--- config.mk ---
export PLATFORM = sky130hd
export DESIGN_NAME = bp_iteration_scheduler_flat
export DESIGN_NICKNAME = d
export VERILOG_FILES = /design/src/rtl/bp_iteration_scheduler_pkg.sv /design/src/rtl/bp_iteration_scheduler_if.sv /design/src/rtl/bp_iteration_scheduler_phase_tracker.sv /design/src/rtl/bp_iteration_scheduler.sv /design/src/flat_wrapper.sv
export SDC_FILE = /design/constraint.sdc
export NUM_CORES = 1
export LEC_CHECK = 0
export ABC_AREA = 1
export CORE_MARGIN = 2
export CORE_UTILIZATION = 40
export DETAILED_ROUTE_END_ITERATION = 7
export PLACE_DENSITY_LB_ADDON = 0.2
export SYNTH_ARGS = -nofsm -noshare
export SYNTH_HDL_FRONTEND = slang
export SYNTH_SLANG_ARGS = --single-unit
--- constraint.sdc ---
create_clock -name clk -period 2 [get_ports clk]
set_input_delay 0.3 -clock clk [delete_from_list [all_inputs] [get_ports clk]]
set_output_delay 0.3 -clock clk [all_outputs]
set_load 0.03 [all_outputs]
--- src/rtl/bp_iteration_scheduler_pkg.sv ---
// Shared definitions for the belief-propagation iteration scheduler.
// Contents:
//   state_t        - scheduler FSM states
//   SEL_*          - encodings for select_input_to_parity_check_matrix
//   DEFAULT_N_*    - default row/column unit counts
package bp_pkg;

  typedef enum logic [3:0] {
    IDLE,
    INIT,
    ROW_START,
    ROW_WAIT,
    ROW_LOAD,
    COL_START,
    COL_WAIT,
    COL_LOAD,
    SUM_LOAD,
    CHECK,
    DONE
  } state_t;

  localparam logic [1:0] SEL_RECEIVED = 2'd0;
  localparam logic [1:0] SEL_ROW      = 2'd1;
  localparam logic [1:0] SEL_COL      = 2'd2;

  localparam int DEFAULT_N_ROWS = 3;
  localparam int DEFAULT_N_COLS = 6;

endpackage

--- src/rtl/bp_iteration_scheduler_if.sv ---
// Handshake/control bundle between the decoder top level, the BP datapath
// and the iteration scheduler.
// Signals:
//   start, max_iterations           - decode request and iteration limit
//   row_done, col_done              - per-unit completion pulses
//   syndrome_zero                   - datapath parity check result
//   initialize/load/select matrix   - parity-check-matrix load controls
//   start_row/column_processing     - phase launch pulses
//   load_sum_vector                 - a-posteriori sum capture
//   iteration_count, busy, done,
//   converged, timeout_error        - scheduler status
// Modports: master = decoder top level / datapath side, slave = scheduler.
interface bp_iteration_scheduler_if #(
  parameter int N_ROWS = 3,
  parameter int N_COLS = 6,
  parameter int ITER_W = 4
);

  logic                start;
  logic [ITER_W-1:0]   max_iterations;
  logic [N_ROWS-1:0]   row_done;
  logic [N_COLS-1:0]   col_done;
  logic                syndrome_zero;
  logic                initialize_parity_check_matrix;
  logic                load_parity_check_matrix;
  logic [1:0]          select_input_to_parity_check_matrix;
  logic                start_row_processing;
  logic                start_column_processing;
  logic                load_sum_vector;
  logic [ITER_W-1:0]   iteration_count;
  logic                busy;
  logic                done;
  logic                converged;
  logic                timeout_error;

  modport master (
    output start, max_iterations, row_done, col_done, syndrome_zero,
    input  initialize_parity_check_matrix, load_parity_check_matrix,
           select_input_to_parity_check_matrix, start_row_processing,
           start_column_processing, load_sum_vector, iteration_count,
           busy, done, converged, timeout_error
  );

  modport slave (
    input  start, max_iterations, row_done, col_done, syndrome_zero,
    output initialize_parity_check_matrix, load_parity_check_matrix,
           select_input_to_parity_check_matrix, start_row_processing,
           start_column_processing, load_sum_vector, iteration_count,
           busy, done, converged, timeout_error
  );

endinterface

--- src/rtl/bp_iteration_scheduler_phase_tracker.sv ---
// bp_phase_tracker: completion and watchdog tracking for one processing
// phase (used once for rows, once for columns).
// Ports:
//   clk, rst   - clock, synchronous active-high reset
//   clear      - restart the phase (sticky flags and watchdog to zero)
//   enable     - phase is waiting; accumulate pulses and count cycles
//   pulses     - per-unit completion pulses
//   all_done   - every unit has reported, including this cycle's pulses
//   timeout    - this is the last permitted wait cycle
module bp_phase_tracker #(
  parameter int WIDTH          = 3,
  parameter int TIMEOUT_CYCLES = 256,
  parameter int TMO_W          = 9
) (
  input  logic             clk,
  input  logic             rst,
  input  logic             clear,
  input  logic             enable,
  input  logic [WIDTH-1:0] pulses,
  output logic             all_done,
  output logic             timeout
);

  localparam logic [TMO_W-1:0] TMO_LAST = TMO_W'(TIMEOUT_CYCLES - 1);

  logic [WIDTH-1:0] flags;
  logic [TMO_W-1:0] watchdog;

  always_ff @(posedge clk) begin
    if (rst || clear) begin
      flags    <= '0;
      watchdog <= '0;
    end else if (enable) begin
      flags    <= flags | pulses;
      watchdog <= watchdog + TMO_W'(1);
    end
  end

  // Including the live pulses lets a phase end in the cycle its last unit
  // reports; the FSM checks all_done before timeout so completion wins.
  assign all_done = &(flags | pulses);
  assign timeout  = enable && (watchdog == TMO_LAST);

endmodule

--- src/rtl/bp_iteration_scheduler.sv ---
// bp_iteration_scheduler: sequences the BP datapath through alternating
// row (check-node) and column (variable-node) phases, with an iteration
// limit, early exit on zero syndrome and a per-phase watchdog.
// Ports:
//   clk    - clock, all logic on the rising edge
//   reset  - synchronous active-high reset; aborts any decode silently
//   bus    - slave side of bp_iteration_scheduler_if (handshake, datapath
//            controls, status)
import bp_pkg::*;

module bp_iteration_scheduler #(
  parameter int N_ROWS         = DEFAULT_N_ROWS,
  parameter int N_COLS         = DEFAULT_N_COLS,
  parameter int ITER_W         = 4,
  parameter int TIMEOUT_CYCLES = 256,
  parameter int TMO_W          = 9
) (
  input  logic                     clk,
  input  logic                     reset,
  bp_iteration_scheduler_if.slave  bus
);

  state_t            state, state_nxt;
  logic [ITER_W-1:0] iter_cnt;
  logic [ITER_W-1:0] iter_limit;
  logic              converged_q;
  logic              timeout_q;

  logic              accept, iter_inc, set_conv, set_tmo;
  logic              init_o, load_o, row_start_o, col_start_o, sum_o;
  logic              busy_o, done_o;
  logic [1:0]        sel_o;

  logic              row_clear, row_en, row_all, row_tmo;
  logic              col_clear, col_en, col_all, col_tmo;

  bp_phase_tracker #(
    .WIDTH(N_ROWS), .TIMEOUT_CYCLES(TIMEOUT_CYCLES), .TMO_W(TMO_W)
  ) u_row_tracker (
    .clk(clk), .rst(reset), .clear(row_clear), .enable(row_en),
    .pulses(bus.row_done), .all_done(row_all), .timeout(row_tmo)
  );

  bp_phase_tracker #(
    .WIDTH(N_COLS), .TIMEOUT_CYCLES(TIMEOUT_CYCLES), .TMO_W(TMO_W)
  ) u_col_tracker (
    .clk(clk), .rst(reset), .clear(col_clear), .enable(col_en),
    .pulses(bus.col_done), .all_done(col_all), .timeout(col_tmo)
  );

  assign row_clear = (state == ROW_START);
  assign row_en    = (state == ROW_WAIT);
  assign col_clear = (state == COL_START);
  assign col_en    = (state == COL_WAIT);

  always_ff @(posedge clk) begin
    if (reset) state <= IDLE;
    else       state <= state_nxt;
  end

  always_comb begin
    state_nxt   = state;
    accept      = 1'b0;
    iter_inc    = 1'b0;
    set_conv    = 1'b0;
    set_tmo     = 1'b0;
    init_o      = 1'b0;
    load_o      = 1'b0;
    sel_o       = SEL_RECEIVED;
    row_start_o = 1'b0;
    col_start_o = 1'b0;
    sum_o       = 1'b0;
    busy_o      = 1'b1;
    done_o      = 1'b0;
    unique case (state)
      IDLE: begin
        busy_o = 1'b0;
        if (bus.start) begin
          accept    = 1'b1;
          state_nxt = INIT;
        end
      end
      INIT: begin
        init_o    = 1'b1;
        load_o    = 1'b1;
        sel_o     = SEL_RECEIVED;
        state_nxt = ROW_START;
      end
      ROW_START: begin
        row_start_o = 1'b1;
        state_nxt   = ROW_WAIT;
      end
      ROW_WAIT: begin
        if (row_all) begin
          state_nxt = ROW_LOAD;
        end else if (row_tmo) begin
          set_tmo   = 1'b1;
          state_nxt = DONE;
        end
      end
      ROW_LOAD: begin
        load_o    = 1'b1;
        sel_o     = SEL_ROW;
        state_nxt = COL_START;
      end
      COL_START: begin
        col_start_o = 1'b1;
        state_nxt   = COL_WAIT;
      end
      COL_WAIT: begin
        if (col_all) begin
          state_nxt = COL_LOAD;
        end else if (col_tmo) begin
          set_tmo   = 1'b1;
          state_nxt = DONE;
        end
      end
      COL_LOAD: begin
        load_o    = 1'b1;
        sel_o     = SEL_COL;
        state_nxt = SUM_LOAD;
      end
      SUM_LOAD: begin
        sum_o     = 1'b1;
        iter_inc  = 1'b1;
        state_nxt = CHECK;
      end
      CHECK: begin
        // iter_cnt already includes the iteration that just finished
        if (bus.syndrome_zero) begin
          set_conv  = 1'b1;
          state_nxt = DONE;
        end else if (iter_cnt == iter_limit) begin
          state_nxt = DONE;
        end else begin
          state_nxt = ROW_START;
        end
      end
      DONE: begin
        done_o    = 1'b1;
        state_nxt = IDLE;
      end
      default: begin
        busy_o    = 1'b0;
        state_nxt = IDLE;
      end
    endcase
  end

  // Status registers: cleared on an accepted start, held through IDLE.
  always_ff @(posedge clk) begin
    if (reset) begin
      iter_cnt    <= '0;
      iter_limit  <= '0;
      converged_q <= 1'b0;
      timeout_q   <= 1'b0;
    end else if (accept) begin
      iter_cnt    <= '0;
      iter_limit  <= (bus.max_iterations == '0) ? ITER_W'(1) : bus.max_iterations;
      converged_q <= 1'b0;
      timeout_q   <= 1'b0;
    end else begin
      if (iter_inc) iter_cnt    <= iter_cnt + ITER_W'(1);
      if (set_conv) converged_q <= 1'b1;
      if (set_tmo)  timeout_q   <= 1'b1;
    end
  end

  assign bus.initialize_parity_check_matrix      = init_o;
  assign bus.load_parity_check_matrix            = load_o;
  assign bus.select_input_to_parity_check_matrix = sel_o;
  assign bus.start_row_processing                = row_start_o;
  assign bus.start_column_processing             = col_start_o;
  assign bus.load_sum_vector                     = sum_o;
  assign bus.iteration_count                     = iter_cnt;
  assign bus.busy                                = busy_o;
  assign bus.done                                = done_o;
  assign bus.converged                           = converged_q;
  assign bus.timeout_error                       = timeout_q;

endmodule

--- src/flat_wrapper.sv ---
// flat-port wrapper written by rule: the top's interface ports become plain ports
module bp_iteration_scheduler_flat 
#(
  parameter int N_ROWS         = DEFAULT_N_ROWS,
  parameter int N_COLS         = DEFAULT_N_COLS,
  parameter int ITER_W         = 4,
  parameter int TIMEOUT_CYCLES = 256,
  parameter int TMO_W          = 9
)
  (clk, reset, bus_start, bus_max_iterations, bus_row_done, bus_col_done, bus_syndrome_zero, bus_initialize_parity_check_matrix, bus_load_parity_check_matrix, bus_select_input_to_parity_check_matrix, bus_start_row_processing, bus_start_column_processing, bus_load_sum_vector, bus_iteration_count, bus_busy, bus_done, bus_converged, bus_timeout_error);
  bp_iteration_scheduler_if #(.N_ROWS(N_ROWS), .N_COLS(N_COLS), .ITER_W(ITER_W)) bus_i ();
  input  logic clk;
  input  logic reset;
  input wire logic [$bits(bus_i.start)-1:0] bus_start;
  input wire logic [$bits(bus_i.max_iterations)-1:0] bus_max_iterations;
  input wire logic [$bits(bus_i.row_done)-1:0] bus_row_done;
  input wire logic [$bits(bus_i.col_done)-1:0] bus_col_done;
  input wire logic [$bits(bus_i.syndrome_zero)-1:0] bus_syndrome_zero;
  output wire logic [$bits(bus_i.initialize_parity_check_matrix)-1:0] bus_initialize_parity_check_matrix;
  output wire logic [$bits(bus_i.load_parity_check_matrix)-1:0] bus_load_parity_check_matrix;
  output wire logic [$bits(bus_i.select_input_to_parity_check_matrix)-1:0] bus_select_input_to_parity_check_matrix;
  output wire logic [$bits(bus_i.start_row_processing)-1:0] bus_start_row_processing;
  output wire logic [$bits(bus_i.start_column_processing)-1:0] bus_start_column_processing;
  output wire logic [$bits(bus_i.load_sum_vector)-1:0] bus_load_sum_vector;
  output wire logic [$bits(bus_i.iteration_count)-1:0] bus_iteration_count;
  output wire logic [$bits(bus_i.busy)-1:0] bus_busy;
  output wire logic [$bits(bus_i.done)-1:0] bus_done;
  output wire logic [$bits(bus_i.converged)-1:0] bus_converged;
  output wire logic [$bits(bus_i.timeout_error)-1:0] bus_timeout_error;
  assign bus_i.start = bus_start;
  assign bus_i.max_iterations = bus_max_iterations;
  assign bus_i.row_done = bus_row_done;
  assign bus_i.col_done = bus_col_done;
  assign bus_i.syndrome_zero = bus_syndrome_zero;
  assign bus_initialize_parity_check_matrix = bus_i.initialize_parity_check_matrix;
  assign bus_load_parity_check_matrix = bus_i.load_parity_check_matrix;
  assign bus_select_input_to_parity_check_matrix = bus_i.select_input_to_parity_check_matrix;
  assign bus_start_row_processing = bus_i.start_row_processing;
  assign bus_start_column_processing = bus_i.start_column_processing;
  assign bus_load_sum_vector = bus_i.load_sum_vector;
  assign bus_iteration_count = bus_i.iteration_count;
  assign bus_busy = bus_i.busy;
  assign bus_done = bus_i.done;
  assign bus_converged = bus_i.converged;
  assign bus_timeout_error = bus_i.timeout_error;
  bp_iteration_scheduler #(.N_ROWS(N_ROWS), .N_COLS(N_COLS), .ITER_W(ITER_W), .TIMEOUT_CYCLES(TIMEOUT_CYCLES), .TMO_W(TMO_W)) u_core (.clk(clk), .reset(reset), .bus(bus_i));
endmodule
==> flow_summary_export.csv <==
group,metric,value,unit
logic_synthesis,synth_enable_flop_cells,0,
grt,grt_first_pass_wirelength,6870,um
worst_setup_path,critPathMaxFanout,4,
worst_setup_path,arrival,1530,ps
drt,wl,4050,um
final_layout,syn_to_final_growth,25.9,%
timing,hold_viol_final,0,
worst_setup_path,crit_path_start,"u_core.state[1]",
logic_synthesis,synth_cells,289,
drt,vias_per_cell,4.66,
logic_synthesis,async_reset_ff_share,0,%
logic_synthesis,synth.yosys.seq_area_share,40.5,%
worst_setup_path,regToRegStartpoint,"u_core.u_row_tracker.watchdog[1]",
floorplanning,die_w,75.2,um
place,port_buffers,31,
cts,cts_buffer_depth,2,
logic_synthesis,synth.top_cell.area_share,40.5,%
logic_synthesis,synthesis.area,0.00203,mm^2
grt,antenna_found_initial,0,
worst_setup_path,path_class,"reg2out",
drt,detail-route-antenna-nets,0,
grt,gr-total-overflow,0,
logic_synthesis,synth.avg_cell_area,7.01,um^2
final_layout,layout_commonest_cell,"nand2_1",
logic_synthesis,synth_top_area_cell,"dfxtp_1",
timing,min_period,1830,ps
min_path,hold_start,"u_core.u_row_tracker.flags[1]",
timing,fin_setup_tns,0,ps
pwr,vdd_ir_drop_max,0.000400,V
final_layout,mostFrequentLayoutCells,"53 x nand2_1, 47 x nor2_1, 40 x dfxtp_1",
timing,fin_crit_sh,91.7,%
cts,cts_setup_buffers,0,
cts,clk_pin_slew,80,ps
logic_synthesis,ys_ff_latch,41,
worst_setup_path,end_kind,"primary output",
grt,grt_max_degree,15,
timing,layout_setup_ws,165,ps
timing,finClkSkew,9.85,ps
timing,maxSlewHeadroom,77.1,%
logic_synthesis,ys_warn_count,0,
floorplanning,initial_utilization,42.1,%
logic_synthesis,synth_ff_type,"dfxtp_1",
drt,vias,1852,
logic_synthesis,syn_nets,311,
place,pre_cts_slack,84.8,ps
logic_synthesis,ys_types,30,
pwr,finalPower,2.47,mW
run,maxCapViolations,0,
cts,cts_made_buffers,5,
cts,htreeDepth,2,
timing,clock.fmax,0.545,GHz
floorplanning,design.core.area,0.00482,mm^2
cts,cts_tree,"done",
floorplanning,io_pins,32,
place,place.gp.congestion,0.776,
grt,grt_pass1_vias,1578,
status,status,"completed",
floorplanning,fp.dieH,75.2,um
floorplanning,row_count,25,
drt,drt-wirelength-per-cell,10.2,um
floorplanning,die_area,0.00565,mm^2
timing,drv_slew,0,
cts,clkLatencyLatePin,300,ps
min_path,hold_path.class,"reg2reg",
timing,rsz0062_at_grt,"no",
pwr,p_leak,1.10,nW
grt,grt_usage,15.7,%
worst_setup_path,cp-start-kind,"flip-flop",
drt,drt_iter0_drc,111,
min_path,hold_depth,2,
final_layout,drive_above_1_share,11.5,%
worst_setup_path,reg2regPathDepth,13,
cts,postCtsHoldBufs,0,
worst_setup_path,crit_required,1700,ps
timing,tightest_slew,340,ps
cts,cts_sinks,41,
timing,finalSetupViolCount,0,
drt,remaining_drc_errors,0,
final_layout,antennaDiodeCount,0,
cts,root_buffer,"clkbuf_8",
drt,dr.pass1.iters,4,
pwr,power.density,970,mW/mm^2
logic_synthesis,synth_area_leaders,"dfxtp_1 41%, nand2_1 9.8%, nor2_1 8.7%",
place,dpl.hpwl,3130,um
final_layout,nets,351,
-- routing by layer --
| layer | GRT usage [%] | part of all wire, % | vias to the layer above |
|---|---|---|---|
| met5 | 0 | 0 | - |
| met1 | 21.1 | 50 | 811 |
| li1 | - | - | 1000 |
| met2 | 24.8 | 43 | 36 |
| met3 | 3.88 | 5.8 | 5 |
| met4 | 5.26 | 1.3 | 0 |
-- worst max-delay path, stage by stage (launching register included) --
cell,delay (ps)
dfxtp_1,390
inv_1,110
nand2_1,140
nor2_1,70
or3_1,340
clkbuf_2,190
-- sequential cells by signal, summed over array words and instances, names as in the netlist --
register,flops
u_core.state,4
u_core.iter_limit,4
u_core.u_col_tracker.watchdog,9
u_core.bus.converged,1
u_core.bus.iteration_count,4
u_core.bus.timeout_error,1
u_core.u_col_tracker.flags,6
u_core.u_row_tracker.flags,3
u_core.u_row_tracker.watchdog,9
-- path summary, 6_finish.rpt --
check                                   to  slack, ps
min          u_core.u_row_tracker.flags[1]        450
min reg2reg  u_core.u_row_tracker.flags[1]        450
max reg2reg                u_core.state[0]        230
max           bus_load_parity_check_matrix        170
-- what timing repair did --
action | 4_1_cts | 5_1_grt
gates cloned | 0 | 0
setup endpoints to repair | 9 | 4
gates resized for setup | 10 | 6
-- logic make-up after synthesis --
family          synth area share (%)
buf+inv                         9.57
simple gates                    33.6
compound gates                  11.1
xor+xnor                        2.16
flops                           40.5
fa+ha+maj                       3.09
-- Yosys cell counts (all sizes together) (2+ instances only) --
| cell type | instances |
|---|---|
| o21ai | 12 |
| nand2 | 56 |
| nand3 | 13 |
| dfxtp | 41 |
| inv | 46 |
| xor2 | 3 |
| ha | 5 |
| nor2 | 53 |
| nor4 | 4 |
| xnor2 | 2 |
| nand4 | 6 |
| buf | 3 |
| a21oi | 30 |
| nor3 | 6 |
| or2 | 4 |
-- power breakdown --
| group | internal [mW] | switching [mW] | total, mW |
|---|---|---|---|
| Clock | 0.407 | 0.282 | 0.689 |
| Sequential | 0.883 | 0.0561 | 0.939 |
| Combinational | 0.295 | 0.550 | 0.845 |
-- cell type report --
type / instances / area, um^2
fill: 494 / 2270
multi-input combinational: 199 / 1030
sequential: 41 / 822
timing repair buffer: 36 / 329
inverter: 46 / 173
clock buffer: 7 / 86.3
tap: 67 / 83.8
clock inverter: 1 / 30.0
-- stage by stage --
stage          cells  instance area (um^2)  hold slack (ps)  util (%)
6_report         397                  2550              449      52.9
5_1_grt          397                  2550              463      52.9
2_1_floorplan    289                  2030              426         -
4_1_cts          397                  2540              452      52.8
3_3_place_gp     389                  2440              435      50.6
3_5_place_dp     389                  2440              439      50.6
Power figures use the tool's default switching activity.
==> RTL change (config.mk and constraints unchanged) <==
Set the package constant `DEFAULT_N_ROWS` to 2 (it was 3).
--- a/src/rtl/bp_iteration_scheduler_pkg.sv
+++ b/src/rtl/bp_iteration_scheduler_pkg.sv
@@ -23,7 +23,7 @@
   localparam logic [1:0] SEL_ROW      = 2'd1;
   localparam logic [1:0] SEL_COL      = 2'd2;
 
-  localparam int DEFAULT_N_ROWS = 3;
+  localparam int DEFAULT_N_ROWS = 2;
   localparam int DEFAULT_N_COLS = 6;
 
 endpackage
Ports: changed (resized bus_row_done); port bits go from 32 to 31. The function was not compared with the original's and may differ.
==> RTL change against the unedited design <==
  * Area after synthesis is 0.19% higher
  * Count of clock-buffer cells in the layout fell by 1
  * Wire length up 4.9%
  * Worst setup slack lost 0.065 ns
  * Die area grew 0.17%
  * Cell area is 0.79% lower
  * Sequential cell count shrank 1
  * Total power shrank 15%
  * Critical path type unchanged
  * Critical endpoint is now bus_done
==> RTL change: results (changes against the unedited design) <==
final_nets: 343  # -2.3%
finClkSkew_ns: 0.0114  # +0.00153 ns
dpl.hpwl_um: 3240  # +3.3%
met1_usage_pct: 21.4  # +0.34 points
holdWs_ns: 0.465  # +0.0164 ns
wl_met1_um: 2190  # +8.8%
wl_met3_um: 131  # -44%
dr_total_vias: 1843  # -0.49%
pg_seq_mw: 0.890  # -5.2%
cpLargestDelayFamily: "buffers and inverters"
portBuffers: 30  # -3.2%
synth.distinct_cells: 34  # +13%
synthesis.nets: 305  # -1.9%
initialDrtViolationCount: 56  # -50%
n_all_buffers: 33  # -8.3%
gp_congestion: 0.894  # +15%
synth-compound-area-share_pct: 14.1  # +3.1 points
peakVddDrop_uv: 520  # +30%
seq_area_frac_synth_pct: 39.5  # -1.1 points
status: "finished clean"
met2_length_um: 1880  # +7.2%
grt_max_degree: 16  # +1
nonClkBufAreaFrac_pct: 12.2  # -0.69 points
met3_usage_pct: 4.15  # +0.27 points
fill_cells: 507  # +2.6%
inverters: 51  # +11%
ff2ff_path_depth: 15  # +2
RTL change: cell count changes in the layout (fill, tap and decap cells not counted), moves of 3 or more:
cell | unedited run | this run
a211oi_1 | 0 | 8
o21ai_0 | 7 | 13
nand3_1 | 13 | 9
nand2_1 | 53 | 47
nor2_1 | 47 | 39
a21oi_1 | 30 | 23
inv_2 | 10 | 7
o21ai_1 | 5 | 0
dfxtp_1 | 40 | 37
inv_1 | 36 | 43
RTL change: final timing paths:
path                                                       start                   end
worst max register to register  u_core.u_row_tracker.watchdog[0]       u_core.state[0]
worst min register to register              u_core.bus.converged  u_core.bus.converged
worst max-delay path                             u_core.state[2]              bus_done
worst min-delay path                        u_core.bus.converged  u_core.bus.converged
RTL change: through the flow:
stage / utilization, % / cells
finish: 52.5 / 390
CTS: 52.2 / 390
floorplan: - / 284
detailed placement: 50.4 / 382
global placement: 50.4 / 382
global route: 52.5 / 390
